$ cat src/rtl/hist_readout_collector.sv
// Captures one histogram readout frame into bin storage, flags short/overflow frames and
// tracks running statistics when HIST_COLLECT_STATS_EN is defined (otherwise stats tie to 0).
module hist_readout_collector #(
    parameter int DATA_W   = 8,
    parameter int NUM_BINS = 16,
    localparam int AW      = $clog2(NUM_BINS)
) (
    input  logic                 clk,
    input  logic                 reset,
    input  logic                 arm,
    input  logic [DATA_W-1:0]    bin_data,
    input  logic                 bin_valid,
    input  logic                 bin_last,
    input  logic [AW-1:0]        rd_addr,
    output logic [DATA_W-1:0]    rd_data,
    output logic                 busy,
    output logic                 done,
    output logic                 frame_done,
    output logic [1:0]           frame_err,
    output logic [AW:0]          bins_rcvd,
    output logic [DATA_W+AW-1:0] total_count,
    output logic [AW-1:0]        peak_bin,
    output logic [DATA_W-1:0]    peak_count
);
    // state   | meaning
    // IDLE    | waiting for arm after reset
    // ARMED   | waiting for first beat of a frame
    // CAPTURE | storing beats until last beat or storage full
    // DONE    | frame complete, results held until next arm
    typedef enum logic [1:0] {IDLE, ARMED, CAPTURE, DONE} state_t;

    localparam logic [AW:0]   ONE      = (AW+1)'(1);
    localparam logic [AW-1:0] LAST_IDX = AW'(NUM_BINS - 1);

    state_t            state;
    logic [DATA_W-1:0] mem [NUM_BINS];
    logic [AW-1:0]     widx;
    logic              start;
    logic              accept;

    assign widx   = bins_rcvd[AW-1:0];
    assign start  = ((state == IDLE) || (state == DONE)) && arm;
    assign accept = ((state == ARMED) || (state == CAPTURE)) && bin_valid;

    always_ff @(posedge clk or posedge reset) begin
        if (reset) begin
            state      <= IDLE;
            busy       <= 1'b0;
            done       <= 1'b0;
            frame_done <= 1'b0;
            frame_err  <= 2'b00;
            bins_rcvd  <= '0;
        end else begin
            frame_done <= 1'b0;
            case (state)
                IDLE, DONE: begin
                    if (start) begin
                        state     <= ARMED;
                        busy      <= 1'b1;
                        done      <= 1'b0;
                        frame_err <= 2'b00;
                        bins_rcvd <= '0;
                    end
                end
                ARMED, CAPTURE: begin
                    if (bin_valid) begin
                        bins_rcvd <= bins_rcvd + ONE;
                        // A beat landing in the last slot ends the frame whether or not it is flagged last.
                        if (bin_last || (widx == LAST_IDX)) begin
                            state      <= DONE;
                            busy       <= 1'b0;
                            done       <= 1'b1;
                            frame_done <= 1'b1;
                            frame_err  <= {~bin_last, bin_last && (widx != LAST_IDX)};
                        end else begin
                            state <= CAPTURE;
                        end
                    end
                end
                default: state <= IDLE;
            endcase
        end
    end

    // Storage is deliberately not reset; contents are only meaningful for the bins of the last frame.
    always_ff @(posedge clk) begin
        if (accept) mem[widx] <= bin_data;
    end

    always_ff @(posedge clk or posedge reset) begin
        if (reset) rd_data <= '0;
        else       rd_data <= mem[rd_addr];
    end

`ifdef HIST_COLLECT_STATS_EN
    always_ff @(posedge clk or posedge reset) begin
        if (reset) begin
            total_count <= '0;
            peak_bin    <= '0;
            peak_count  <= '0;
        end else if (start) begin
            total_count <= '0;
            peak_bin    <= '0;
            peak_count  <= '0;
        end else if (accept) begin
            total_count <= total_count + (DATA_W+AW)'(bin_data);
            // Strictly greater keeps the lowest index on ties; bin 0 always seeds the peak.
            if ((widx == '0) || (bin_data > peak_count)) begin
                peak_bin   <= widx;
                peak_count <= bin_data;
            end
        end
    end
`else
    assign total_count = '0;
    assign peak_bin    = '0;
    assign peak_count  = '0;
`endif

endmodule

$ cat config.mk
export PLATFORM = sky130hd
export DESIGN_NAME = hist_readout_collector
export DESIGN_NICKNAME = d
export VERILOG_FILES = /design/src/rtl/hist_readout_collector.sv
export SDC_FILE = /design/constraint.sdc
export NUM_CORES = 1
export LEC_CHECK = 0
export ABC_CLOCK_PERIOD_IN_PS = 2850
export CAP_MARGIN = 20
export CORE_MARGIN = 3
export CORE_UTILIZATION = 45
export CTS_BUF_LIST = sky130_fd_sc_hd__clkbuf_8 sky130_fd_sc_hd__clkbuf_16
export CTS_CLUSTER_DIAMETER = 200
export DETAILED_ROUTE_END_ITERATION = 8
export PLACE_DENSITY_LB_ADDON = 0.3
export SKIP_LAST_GASP = 1
export SLEW_MARGIN = 15
export SYNTH_ARGS = -nofsm -noshare
export SYNTH_HDL_FRONTEND = slang
export SYNTH_SLANG_ARGS = --single-unit
$ cat constraint.sdc
create_clock -name clk -period 2.85 [get_ports clk]
set_input_delay 0.57 -clock clk [delete_from_list [all_inputs] [get_ports clk]]
set_output_delay 0.57 -clock clk [all_outputs]
set_load 0.01 [all_outputs]
* Word level (Yosys, flattened, before mapping)
Memories as Yosys holds them, arrays and structs flattened. A register that Yosys moved wholly into a read port is not among the register bits.
Cells that the tools add are included.
** Operators by class
- $add $sub $neg :: 1
- Multiplexer cells :: 24
- Reduce and logical (&&, ||, !) cells :: 11
- Bitwise gates (word level) :: 1
- Equal/unequal tests :: 8
** Operator list (number)
- $mux W1 :: 12
- $mux W2 :: 5
- $mux W5 :: 2
- $pmux W5 S2 :: 1
- $pmux W2 S2 :: 2
- $ne A2 B2 Y1 const B :: 3
- $add A5 B1 Y5 const B :: 1
- $eq A2 B2 Y1 const B :: 2
- $eq A4 B4 Y1 const B :: 1
- $ne A4 B4 Y1 const B :: 1
- $pmux W1 S2 :: 2
- $reduce_or A2 Y1 :: 2
- $logic_and A1 B1 Y1 :: 3
- $logic_or A1 B1 Y1 :: 3
- $reduce_and A3 Y1 :: 1
- $eq A2 B1 Y1 const B :: 1
- $logic_not A2 Y1 :: 1
- $reduce_and A2 Y1 :: 1
- $not A1 Y1 :: 1
** Word-level totals
- Bits in registers :: 12
- Word-level logic and storage cells :: 52
- Memories :: 1
- Bits of input ports :: 17
- Memory bits (writable) :: 128
- Output and inout bits :: 42
** Memory list
- mem :: depth 16, width 8, rd ports 1, clocked after memory_dff 1, wr ports 1, RTL line 36 : logic [DATA_W-1:0] mem [NUM_BINS];

* Logic depth before layout (Yosys ltp)
- Word-level depth :: 5
- Gate-level depth with buffers :: 5
- Depth with buffers taken out :: 5

* Least setup slack after synthesis
OpenSTA, ideal clock, no wires.
- Kind :: reg2reg
- Start point :: register state[0]
- End point :: memory mem[0][0], enable pin
- Data arrival time :: 1.616 ns
- Stages on the path, launching flop included :: 6
- Data required time :: 2.467 ns
- Buffers on the path :: 1
- Setup slack :: 0.850 ns
- Clock period less this slack :: 2.000 ns
- Library setup time :: 0.383 ns
- Cells stage by stage :: dfrtp_1 xor2_1 and2_1 buf_2 nand2_1 nor3_1
** On the way
- Cells in the longest elaborated chain, start to end :: 5
- Elaborated cells between the ends (all ways) :: 6
- Those cells by class :: 2 x eq/ne; 2 x mux; 2 x reduce/logical
** RTL lines
- from (decl) :: RTL line 35 : state_t state;
- from (signal assigned) :: RTL line 47 : state <= IDLE;
- from (signal assigned) :: RTL line 58 : state <= ARMED;
- from (signal assigned) :: RTL line 70 : state <= DONE;
- $eq A2 B1 Y1 or $eq A2 B2 Y1 (tied branches) :: RTL line 43 : assign accept = ((state == ARMED) || (state == CAPTURE)) && bin_valid;
- $logic_or A1 B1 Y1 (*) :: RTL line 43
- $logic_and A1 B1 Y1 (*) :: RTL line 43
- $mux W1 (*) :: RTL line 87 : if (accept) mem[widx] <= bin_data;
- $mux W1 (not written as such) (*) :: RTL line 87
- to (decl) :: RTL line 36
Mark *: on every way between the ends. The rest lies on a longest branch, timed or not.

* Final worst setup path
- Start point :: register bins_rcvd[2]
- End point :: output bins_rcvd[2]
** RTL lines
- from (decl) :: RTL line 20 : output logic [AW:0] bins_rcvd,
- from (signal assigned) :: RTL line 67 : bins_rcvd <= bins_rcvd + ONE;
No word-level cell between the ends.

==> impl_metrics.ini <==
[route]
via_per_inst = 5.29
first_pass_iters = 4
drc = 0
drt-wirelength-per-cell_um = 21.3
drt-initial-drc-count = 257
num_vias = 2899
wl_um = 11700
ant_nets = 0

[sta]
hold_ws_ns = 0.486
slew_headroom_pct = 37.7
timing.fmax_ghz = 0.470
worst_slew_pin_slew_ns = 0.933
rsz0062_at_grt = no
fin_crit_sh_pct = 74.6
fin_setup_tns_ns = 0
slew_viol_final = 0
hold_violations = 0
worst_slack_ns = 0.723
skew_ns = 0.00965
setup_viol = 0
post-route-min-period_ns = 2.13

[worst_setup_path]
cp_slowest_cell = clkdlybuf4s50_1
worst_ep_arrival_time_ns = 1.56
max_stage_delay_ns = 0.61
worstSetupStartpointType = flop
crit_path_cell_trace = clkdlybuf4s50_1
worstPathRequired_ns = 2.28
crit_type = reg2out
cp_max_fo = 12
crit_family = buffers and inverters
end_kind = output pin
critical_path_buf_inv_count = 1

[power_and_ir_drop]
seqPwrFrac_pct = 49.9
power_frac_clock_pct = 36.9
peakVddDrop_uv = 423
intPower_mw = 4.04
switching_share_pct = 23.7
p_comb_share_pct = 13.1
p_leak_nw = 2.49
switching_power_mw = 1.25
p_per_area_nw_per_um2 = 761
p_total_mw = 5.29

[layout]
drive_above_1_share_pct = 15.4
utilization_pct = 54.7
area_growth_pct = 17.5
n_antenna_cell = 0
stdcell_area_um2 = 6950
final_cells = 548
layout.nets = 385
n_fill_cell = 1012

[yosys]
ys.flop_type = edfxtp_1
synth_edf_count = 128
synth_area_leaders = edfxtp_1, dfrtp_1, mux4_2
synth-seq-cells = 148
syn_inst = 308
yosysWarningCount = 0
yosysTopAreaCell = edfxtp_1
syn_area_um2 = 5920
yosysMostFrequentCell = edfxtp_1
async_flop_share_pct = 13.5
synth.top_cell.area_share_pct = 64.9
ys_types = 32
ys_seq_area_share_pct = 73.4
synth_commonest_cells = edfxtp_1, buf_4, dfrtp_1
avgSynthCellArea_um2 = 19.2

[clocking]
cts_num_sinks = 148
clk_pin_slew_ns = 0.05
cts_hold_buffers = 0
clk_latency_ns = 0.42
ctsHtreeMaxLevel = 4
numCtsBuffers = 17
post_cts_resized = 0
clk_path_buf_depth = 2
root_buffer = clkbuf_16
post_cts_buffers = 0
tritoncts = yes

[global_routing]
grt_max_degree = 33
top_usage_layer = met2
use_met3_pct = 5.75
antenna_found_initial = 0
grt-ovfl-total = 0
grt_pass1_wl_um = 18000
grt_use_met2_pct = 28.4
grt_util_met1_pct = 22.5
grt_pass1_vias = 3016
grt.total_usage_pct = 17.4

[place]
dp.cells = 517
io_buffers = 34
hpwl_um = 7340
dpl-instance-area_um2 = 6430
gp_congestion = 0.758
place_ws_ns = 0.588

[floorplan]
die_h_um = 121
die_x_um = 121
pin_count = 59
die_area_um2 = 14600
initial_core_util_pct = 46.5
coreArea_um2 = 12700
num_rows = 41

[flow_run]
max_cap_viol_count = 0

[min_path]
hp-class = reg2reg

[run_status]
status = finished clean
## worst paths after layout
| kind | from | end | slack (ns) | depth (start not counted) |
|---|---|---|---|---|
| setup / recovery | bins_rcvd[2] | bins_rcvd[2] | 0.72 | 1 |
| hold / removal | done | done | 0.49 | 1 |
| setup reg to reg | state[0] | mem[1][5] | 0.96 | 5 |
| hold reg to reg | done | done | 0.49 | 1 |
| max in group asynchronous | reset | rd_data[2] | 1.61 | 2 |
| min in group asynchronous | reset | done | 0.67 | 2 |
## placed cells by master (no fill, tap or decap), types with 15 or more instances in the layout
| cell type | n |
|---|---|
| nand2_1 | 17 |
| buf_4 | 15 |
| nor2_1 | 15 |
| edfxtp_1 | 128 |
| mux4_2 | 18 |
| clkbuf_16 | 17 |
| conb_1 | 24 |
| dfrtp_1 | 20 |
| a22oi_1 | 18 |
| clkdlybuf4s50_1 | 33 |
## state kept, by name (all words and copies together), names as in the netlist
| signal | count |
|---|---|
| mem | 128 |
| done | 1 |
| state | 2 |
| frame_err | 2 |
| frame_done | 1 |
| busy | 1 |
| rd_data | 8 |
| bins_rcvd | 5 |
## cell families after synthesis
group                      after synthesis  share of synthesized area (%)
and+or+nand+nor                         50                           3.76
DFF                                    148                           73.4
other                                    1                         0.0634
xor gates and xnor gates                 2                          0.296
muxes                                   34                           13.4
AOI/OAI and AO/OA                       26                           3.15
buffers and inverters                   43                           5.09
adders and majority gates                4                          0.846
## layout make-up
type                            count  area, µm²  share of cell area (%)
Tap cell                          172        215                    3.10
Sequential cell                   148       4340                    62.5
Inverter                            6       22.5                   0.324
Clock buffer                       18        439                    6.32
Timing Repair Buffer               51        488                    7.02
Clock inverter                     13       83.8                    1.21
Multi-Input combinational cell    140       1360                    19.6
## power groups by stage
stage / logic [mW] / clock network [mW] / registers, mW
after detailed placement: 0.700 / 0 / 2.68
after CTS: 0.704 / 2.00 / 2.64
after global routing: 0.770 / 2.08 / 2.66
after global placement: 0.691 / 0 / 2.68
after floorplan: 0.416 / 0 / 2.67
final: 0.695 / 1.95 / 2.64
## worst register-to-register path, cell delays in order, from the launching register on
cell     delay [ns]
dfrtp_1        0.42
xor2_1         0.26
and2_1         0.36
nand2_1        0.18
nor3_1         0.16
buf_4          0.22
## per-layer routing
layer,vias to the layer above,wire length [µm]
li1,1282,-
met1,1503,4760
met2,108,5940
met3,6,871
met4,0,77
met5,-,0
Power figures use the tool's default switching activity.
